<file path="config.mk">
export PLATFORM = sky130hd
export DESIGN_NAME = breakout_layer_renderer
export DESIGN_NICKNAME = d
export VERILOG_FILES = /design/src/rtl/breakout_render_pkg.sv /design/src/rtl/breakout_ball_hit.sv /design/src/rtl/breakout_layer_renderer.sv
export SDC_FILE = /design/constraint.sdc
export NUM_CORES = 1
export LEC_CHECK = 0
export ABC_AREA = 1
export BUFFER_PORTS_ARGS = -buffer_cell sky130_fd_sc_hd__buf_2
export CORE_ASPECT_RATIO = 0.75
export CORE_UTILIZATION = 61
export DETAILED_ROUTE_END_ITERATION = 10
export PLACE_DENSITY = 0.86
export SLEW_MARGIN = 40
export SYNTH_ARGS = -nofsm -noshare
export SYNTH_HDL_FRONTEND = slang
export SYNTH_SLANG_ARGS = --single-unit
</file>
<file path="constraint.sdc">
create_clock -name CLK -period 2.92 [get_ports CLK]
set_input_delay 0.584 -clock CLK [delete_from_list [all_inputs] [get_ports CLK]]
set_output_delay 0.584 -clock CLK [all_outputs]
set_load 0.02 [all_outputs]
</file>
<file path="src/rtl/breakout_render_pkg.sv">
// Geometry shared with the game logic, and the 8x8 ball sprite used by every ball.
package breakout_render_pkg;

  localparam int TILE_BITS       = 3;
  localparam int BLOCK_W_TILES_D = 8;
  localparam int BLOCK_H_TILES_D = 2;
  localparam int GRID_X_TILE_D   = 5;
  localparam int GRID_Y_TILE_D   = 8;
  localparam int PADDLE_Y_TILE_D = 72;
  localparam int PADDLE_LEN_D    = 64;
  localparam int LEFT_WALL_D     = 4;
  localparam int RIGHT_WALL_D    = 95;
  localparam int CEIL_TILE_D     = 6;

  // Row r of the round mask lives at bits [8r+7:8r]; bit c is column c.
  localparam logic [63:0] BALL_SPRITE = 64'h3C7E_FFFF_FFFF_7E3C;

  function automatic logic spriteBit(input logic [2:0] row, input logic [2:0] col);
    return BALL_SPRITE[{row, col}];
  endfunction

endpackage

</file>
<file path="src/rtl/breakout_ball_hit.sv">
// Hit test of one pixel against one ball sprite at its frame-shadowed position.
module breakout_ball_hit
  import breakout_render_pkg::*;
(
  input  logic       en,
  input  logic [9:0] ballX,
  input  logic [9:0] ballY,
  input  logic [9:0] xPixel,
  input  logic [9:0] yPixel,
  output logic       hit
);

  logic [9:0] dx;
  logic [9:0] dy;

  // Modulo-1024 offsets: only 0..7 in both axes lands inside the sprite box.
  assign dx  = xPixel - ballX;
  assign dy  = yPixel - ballY;
  assign hit = en && (dx[9:3] == 7'd0) && (dy[9:3] == 7'd0) && spriteBit(dy[2:0], dx[2:0]);

endmodule

</file>
<file path="src/rtl/breakout_layer_renderer.sv">
// Two-stage compositor: stage 0 addresses the block RAM, stage 1 layers balls,
// paddle, housing and blocks into COLOR, with syncs delayed to match.
module breakout_layer_renderer
  import breakout_render_pkg::*;
#(
  parameter int          COLS            = 10,
  parameter int          ROWS            = 7,
  parameter int          NUM_BALLS       = 1,
  parameter int          ADDR_W          = 7,
  parameter int          BLOCK_W_TILES   = BLOCK_W_TILES_D,
  parameter int          BLOCK_H_TILES   = BLOCK_H_TILES_D,
  parameter int          GRID_X_TILE     = GRID_X_TILE_D,
  parameter int          GRID_Y_TILE     = GRID_Y_TILE_D,
  parameter int          PADDLE_Y_TILE   = PADDLE_Y_TILE_D,
  parameter int          PADDLE_LEN      = PADDLE_LEN_D,
  parameter int          LEFT_WALL_TILE  = LEFT_WALL_D,
  parameter int          RIGHT_WALL_TILE = RIGHT_WALL_D,
  parameter int          CEIL_TILE       = CEIL_TILE_D,
  parameter int          SCREEN_H        = 600,
  parameter logic [7:0]  FG_COLOR        = 8'hFF
) (
  input  logic                    CLK,
  input  logic                    RESET_N,
  input  logic [10:0]             X_PIXEL,
  input  logic [9:0]              Y_PIXEL,
  input  logic                    HSYNC_IN,
  input  logic                    VSYNC_IN,
  input  logic [9:0]              PADDLE_X_PIXEL,
  input  logic [10*NUM_BALLS-1:0] BALL_X_PIXEL,
  input  logic [10*NUM_BALLS-1:0] BALL_Y_PIXEL,
  input  logic [NUM_BALLS-1:0]    BALL_EN,
  input  logic [8*ROWS-1:0]       ROW_COLORS,
  output logic [ADDR_W-1:0]       BLOCK_ADDR,
  input  logic                    BLOCK_ALIVE,
  output logic                    FRAME_DONE,
  output logic [7:0]              COLOR,
  output logic                    HSYNC,
  output logic                    VSYNC
);

  logic [9:0]              paddleXSh;
  logic [10*NUM_BALLS-1:0] ballXSh;
  logic [10*NUM_BALLS-1:0] ballYSh;
  logic [NUM_BALLS-1:0]    ballEnSh;
  logic [8*ROWS-1:0]       rowColorsSh;

  logic [7:0]        xTile0;
  logic [6:0]        yTile0;
  logic [7:0]        colFull;
  logic [6:0]        rowFull;
  logic              inGrid0;
  logic [ADDR_W-1:0] addr0;
  logic              frameStart;

  logic [10:0] x1;
  logic [9:0]  y1;
  logic        inGrid1;
  logic [2:0]  row1;
  logic        hs1;
  logic        vs1;

  assign xTile0     = X_PIXEL[10:TILE_BITS];
  assign yTile0     = Y_PIXEL[9:TILE_BITS];
  // Unsigned wrap sends pixels left of / above the grid to huge col/row values.
  assign colFull    = (xTile0 - 8'(GRID_X_TILE)) / 8'(BLOCK_W_TILES);
  assign rowFull    = (yTile0 - 7'(GRID_Y_TILE)) / 7'(BLOCK_H_TILES);
  assign inGrid0    = (colFull < 8'(COLS)) && (rowFull < 7'(ROWS));
  assign addr0      = ADDR_W'(int'(rowFull) * COLS + int'(colFull));
  assign frameStart = (X_PIXEL == 11'd0) && (Y_PIXEL == 10'd0);

  always_ff @(posedge CLK or negedge RESET_N) begin
    if (!RESET_N) begin
      paddleXSh   <= '0;
      ballXSh     <= '0;
      ballYSh     <= '0;
      ballEnSh    <= '0;
      rowColorsSh <= '0;
      BLOCK_ADDR  <= '0;
      FRAME_DONE  <= 1'b0;
      x1          <= '0;
      y1          <= '0;
      inGrid1     <= 1'b0;
      row1        <= '0;
      hs1         <= 1'b0;
      vs1         <= 1'b0;
    end else begin
      if (frameStart) begin
        paddleXSh   <= PADDLE_X_PIXEL;
        ballXSh     <= BALL_X_PIXEL;
        ballYSh     <= BALL_Y_PIXEL;
        ballEnSh    <= BALL_EN;
        rowColorsSh <= ROW_COLORS;
      end
      BLOCK_ADDR <= inGrid0 ? addr0 : '0;
      FRAME_DONE <= (X_PIXEL == 11'd0) && (Y_PIXEL == 10'(SCREEN_H));
      x1         <= X_PIXEL;
      y1         <= Y_PIXEL;
      inGrid1    <= inGrid0;
      row1       <= inGrid0 ? rowFull[2:0] : 3'd0;
      hs1        <= HSYNC_IN;
      vs1        <= VSYNC_IN;
    end
  end

  logic [7:0]           xTile1;
  logic [6:0]           yTile1;
  logic                 inHousing;
  logic                 inPaddle;
  logic                 inBlock;
  logic [NUM_BALLS-1:0] ballHit;
  logic [63:0]          rowColorsPad;
  logic [7:0]           colorNext;

  assign xTile1    = x1[10:TILE_BITS];
  assign yTile1    = y1[9:TILE_BITS];
  assign inBlock   = inGrid1 && BLOCK_ALIVE;
  assign inHousing = ((yTile1 == 7'(CEIL_TILE)) &&
                      (xTile1 >= 8'(LEFT_WALL_TILE)) && (xTile1 <= 8'(RIGHT_WALL_TILE))) ||
                     ((yTile1 > 7'(CEIL_TILE)) &&
                      ((xTile1 == 8'(LEFT_WALL_TILE)) || (xTile1 == 8'(RIGHT_WALL_TILE))));
  // 11-bit compare so a paddle near x=1023 does not wrap onto the left edge.
  assign inPaddle  = (yTile1 == 7'(PADDLE_Y_TILE)) &&
                     (x1 >= {1'b0, paddleXSh}) &&
                     (x1 < ({1'b0, paddleXSh} + 11'(PADDLE_LEN)));
  assign rowColorsPad = 64'(rowColorsSh);

  for (genvar g = 0; g < NUM_BALLS; g++) begin : gBall
    breakout_ball_hit uHit (
      .en    (ballEnSh[g]),
      .ballX (ballXSh[10*g +: 10]),
      .ballY (ballYSh[10*g +: 10]),
      .xPixel(x1[9:0]),
      .yPixel(y1),
      .hit   (ballHit[g])
    );
  end

  always_comb begin
    colorNext = 8'd0;
    if ((|ballHit) || inPaddle || inHousing) begin
      colorNext = FG_COLOR;
    end else if (inBlock) begin
      colorNext = rowColorsPad[{row1, 3'b000} +: 8];
    end
  end

  always_ff @(posedge CLK or negedge RESET_N) begin
    if (!RESET_N) begin
      COLOR <= 8'd0;
      HSYNC <= 1'b0;
      VSYNC <= 1'b0;
    end else begin
      COLOR <= colorNext;
      HSYNC <= hs1;
      VSYNC <= vs1;
    end
  end

endmodule

</file>
==> metrics <==
status complete, no violations; post-CTS sizing 0; cells after synthesis 931; fin nets 1223; DRT iter0 DRCs 534; Final period util 82.6%; syn_area_per_cell 8.28 sq um; Horiz. Die Dim 132 um; GR Overflow Total 0; Achievable Freq 415 MHz; Root Driver clkbuf_16; GPL Wtd Cong 0.874; CP arrival 2.71 ns; # clock sinks 132; Highest Signal Layer met4; vias in the first global route 5978; Clock Pin Slew Worst Setup and Hold Paths 0.06 ns; core area 12300 sq um; pre-CTS WS 0.0937 ns; diode count 0; # port buffers 130; LEAKAGE 4.96 nW; Area Growth Syn to Fin 17.3%; clock latency on the worst-skew pair 0.41 ns; RSZ-0062 raised after global routing false; WL met1 8340 um; total CTS buffers 17; CP max FO 5; first-pass GRT wire length 29000 um; vias per cell 5.19; commonest cells after routing, fill and taps aside nand2_1 (206), inv_1 (184), dfrtp_1 (132); die area 13100 sq um; drt drc 0; Yosys warning count 0; Synth Flop Type dfrtp_1; number of synthesized flops with an enable pin 0; critical path class in -> reg; metal3 WL 1190 um; Synthesized Nets 1094; Synth Register Bits 132; hold buffer count at CTS 0; CP Data Required Time 3.22 ns; Routed Antenna Nets 0; Worst Slack Setup Final 0.509 ns; crit start category input pin; Crit. End Element flop; Tmin final 2.41 ns; Sum Neg Setup Slack 0 ns; antenna violations before repair 1; Die Y 99.4 um; register area share after synthesis 42.8%; final-report hold violation count 0; clk buf depth 2; layout cells sized above 1 24.2%; max_slew headroom 45.9%; via count 6434; Max Cap Viol 0; Hold Path Class in -> async; H-tree lvl count 4; fin area 9050 sq um; Fin Clk Skew 0.00740 ns; drt pass-1 iters 5; Post-synth ARST share 100%; Power, Total 0.00458 W; postcts setup bufs 0; most common cell after layout, fill and taps aside nand2_1; endpoints failing setup 0; I/O Pins 131; HPWL Detailed 12600 um; Worst-Margin Slew 0.810 ns; worst reg2reg path depth 15; Max Slew Vio Count 0; Cell Rows 35; Post-Route WL 17500 um; synthesized cell area 7710 sq um; CTS tree yes; starting density of the core 62.7%; number of library cell types mapped by synthesis 36; pin count of the biggest net entering global routing 123; Post-DP Area 8420 sq um; PD cells 506 nW/um^2; routed len/inst 14.1 um; metal2 WL 7810 um; GRT Util Overall 28.3%; worst IR drop on VDD 451 uV
[report_power, final]
group	switching [W]	internal (W)	leakage, nW
Combinational	0.000283	0.000183	2.88
Clock	0.000870	0.00137	0.303
Sequential	0.0000249	0.00185	1.79
Total	0.00118	0.00340	4.96
[cells in the mapped netlist (all sizes together), types with 8 or more instances]
library cell	count	share of area, %
nand2	208	10
inv	189	9.2
dfrtp	132	43
o21ai	123	12
nor2	71	3.5
ha	46	7.5
nand3	39	2.6
a21oi	20	1.3
buf	18	2.6
xor2	10	1.1
nand4	9	0.73
o211ai	9	0.88
clkbuf	8	0.39
o221ai	8	0.91
[registers in the layout, summed over array words and instances (netlist names)]
| register | flops |
|---|---|
| COLOR | 8 |
| paddleXSh | 10 |
| VSYNC | 1 |
| ballYSh | 10 |
| rowColorsSh | 56 |
| inGrid1 | 1 |
| y1 | 10 |
| row1 | 3 |
| ballEnSh | 1 |
| ballXSh | 10 |
| BLOCK_ADDR | 7 |
| vs1 | 1 |
| FRAME_DONE | 1 |
| HSYNC | 1 |
| hs1 | 1 |
| x1 | 11 |
[cell families after synthesis]
family / share of synthesized area, %
AO/OA/AOI/OAI: 15.9
XOR/XNOR: 1.82
adder cells (fa/ha/maj): 8.50
buffers and inverters: 12.2
flip-flops: 42.8
AND/OR/NAND/NOR: 18.8
[metal layers]
layer  vias up  track usage [%]
met1      3002             42.1
met2       213             42.7
met4         0             6.44
met3        13             5.91
met5         -                0
li1       3206                -
[final cells by class]
type | instances | area, sq um
Inverter | 189 | 709
Timing Repair Buffer | 136 | 727
Tap cell | 166 | 208
Sequential cell | 132 | 3300
Clock inverter | 15 | 196
Clock buffer | 17 | 425
Multi-Input combinational cell | 584 | 3480
Fill cell | 923 | 3260
[worst max-delay path, stage by stage]
cell,delay (ns)
buf_2,0.13
inv_1,0.11
ha_1,0.32
inv_1,0.07
ha_1,0.28
ha_1,0.13
inv_1,0.04
fa_1,0.39
xor2_1,0.17
or2_2,0.31
a21oi_1,0.12
nor2_1,0.06
[path summary, 6_finish.rpt]
kind,start,end,slack (ns)
min in group CLK,VSYNC_IN,vs1,0.27
worst max register to register,x1[0],COLOR[1],0.55
worst min-delay path,RESET_N,rowColorsSh[25],0.14
worst min register to register,vs1,VSYNC,0.35
max in group asynchronous,RESET_N,ballYSh[3],2.03
worst max-delay path,Y_PIXEL[6],BLOCK_ADDR[6],0.51
[through the flow]
| stage | hold WS [ns] | instances | util, % |
|---|---|---|---|
| 2_1_floorplan | 0.288 | 931 | - |
| 3_3_place_gp | 0.333 | 1207 | 68.5 |
| 3_5_place_dp | 0.335 | 1207 | 68.5 |
| 4_1_cts | 0.162 | 1239 | 73.5 |
| 5_1_grt | 0.170 | 1239 | 73.5 |
| 6_report | 0.138 | 1239 | 73.5 |
No activity file was read; power rests on OpenSTA's default activity.
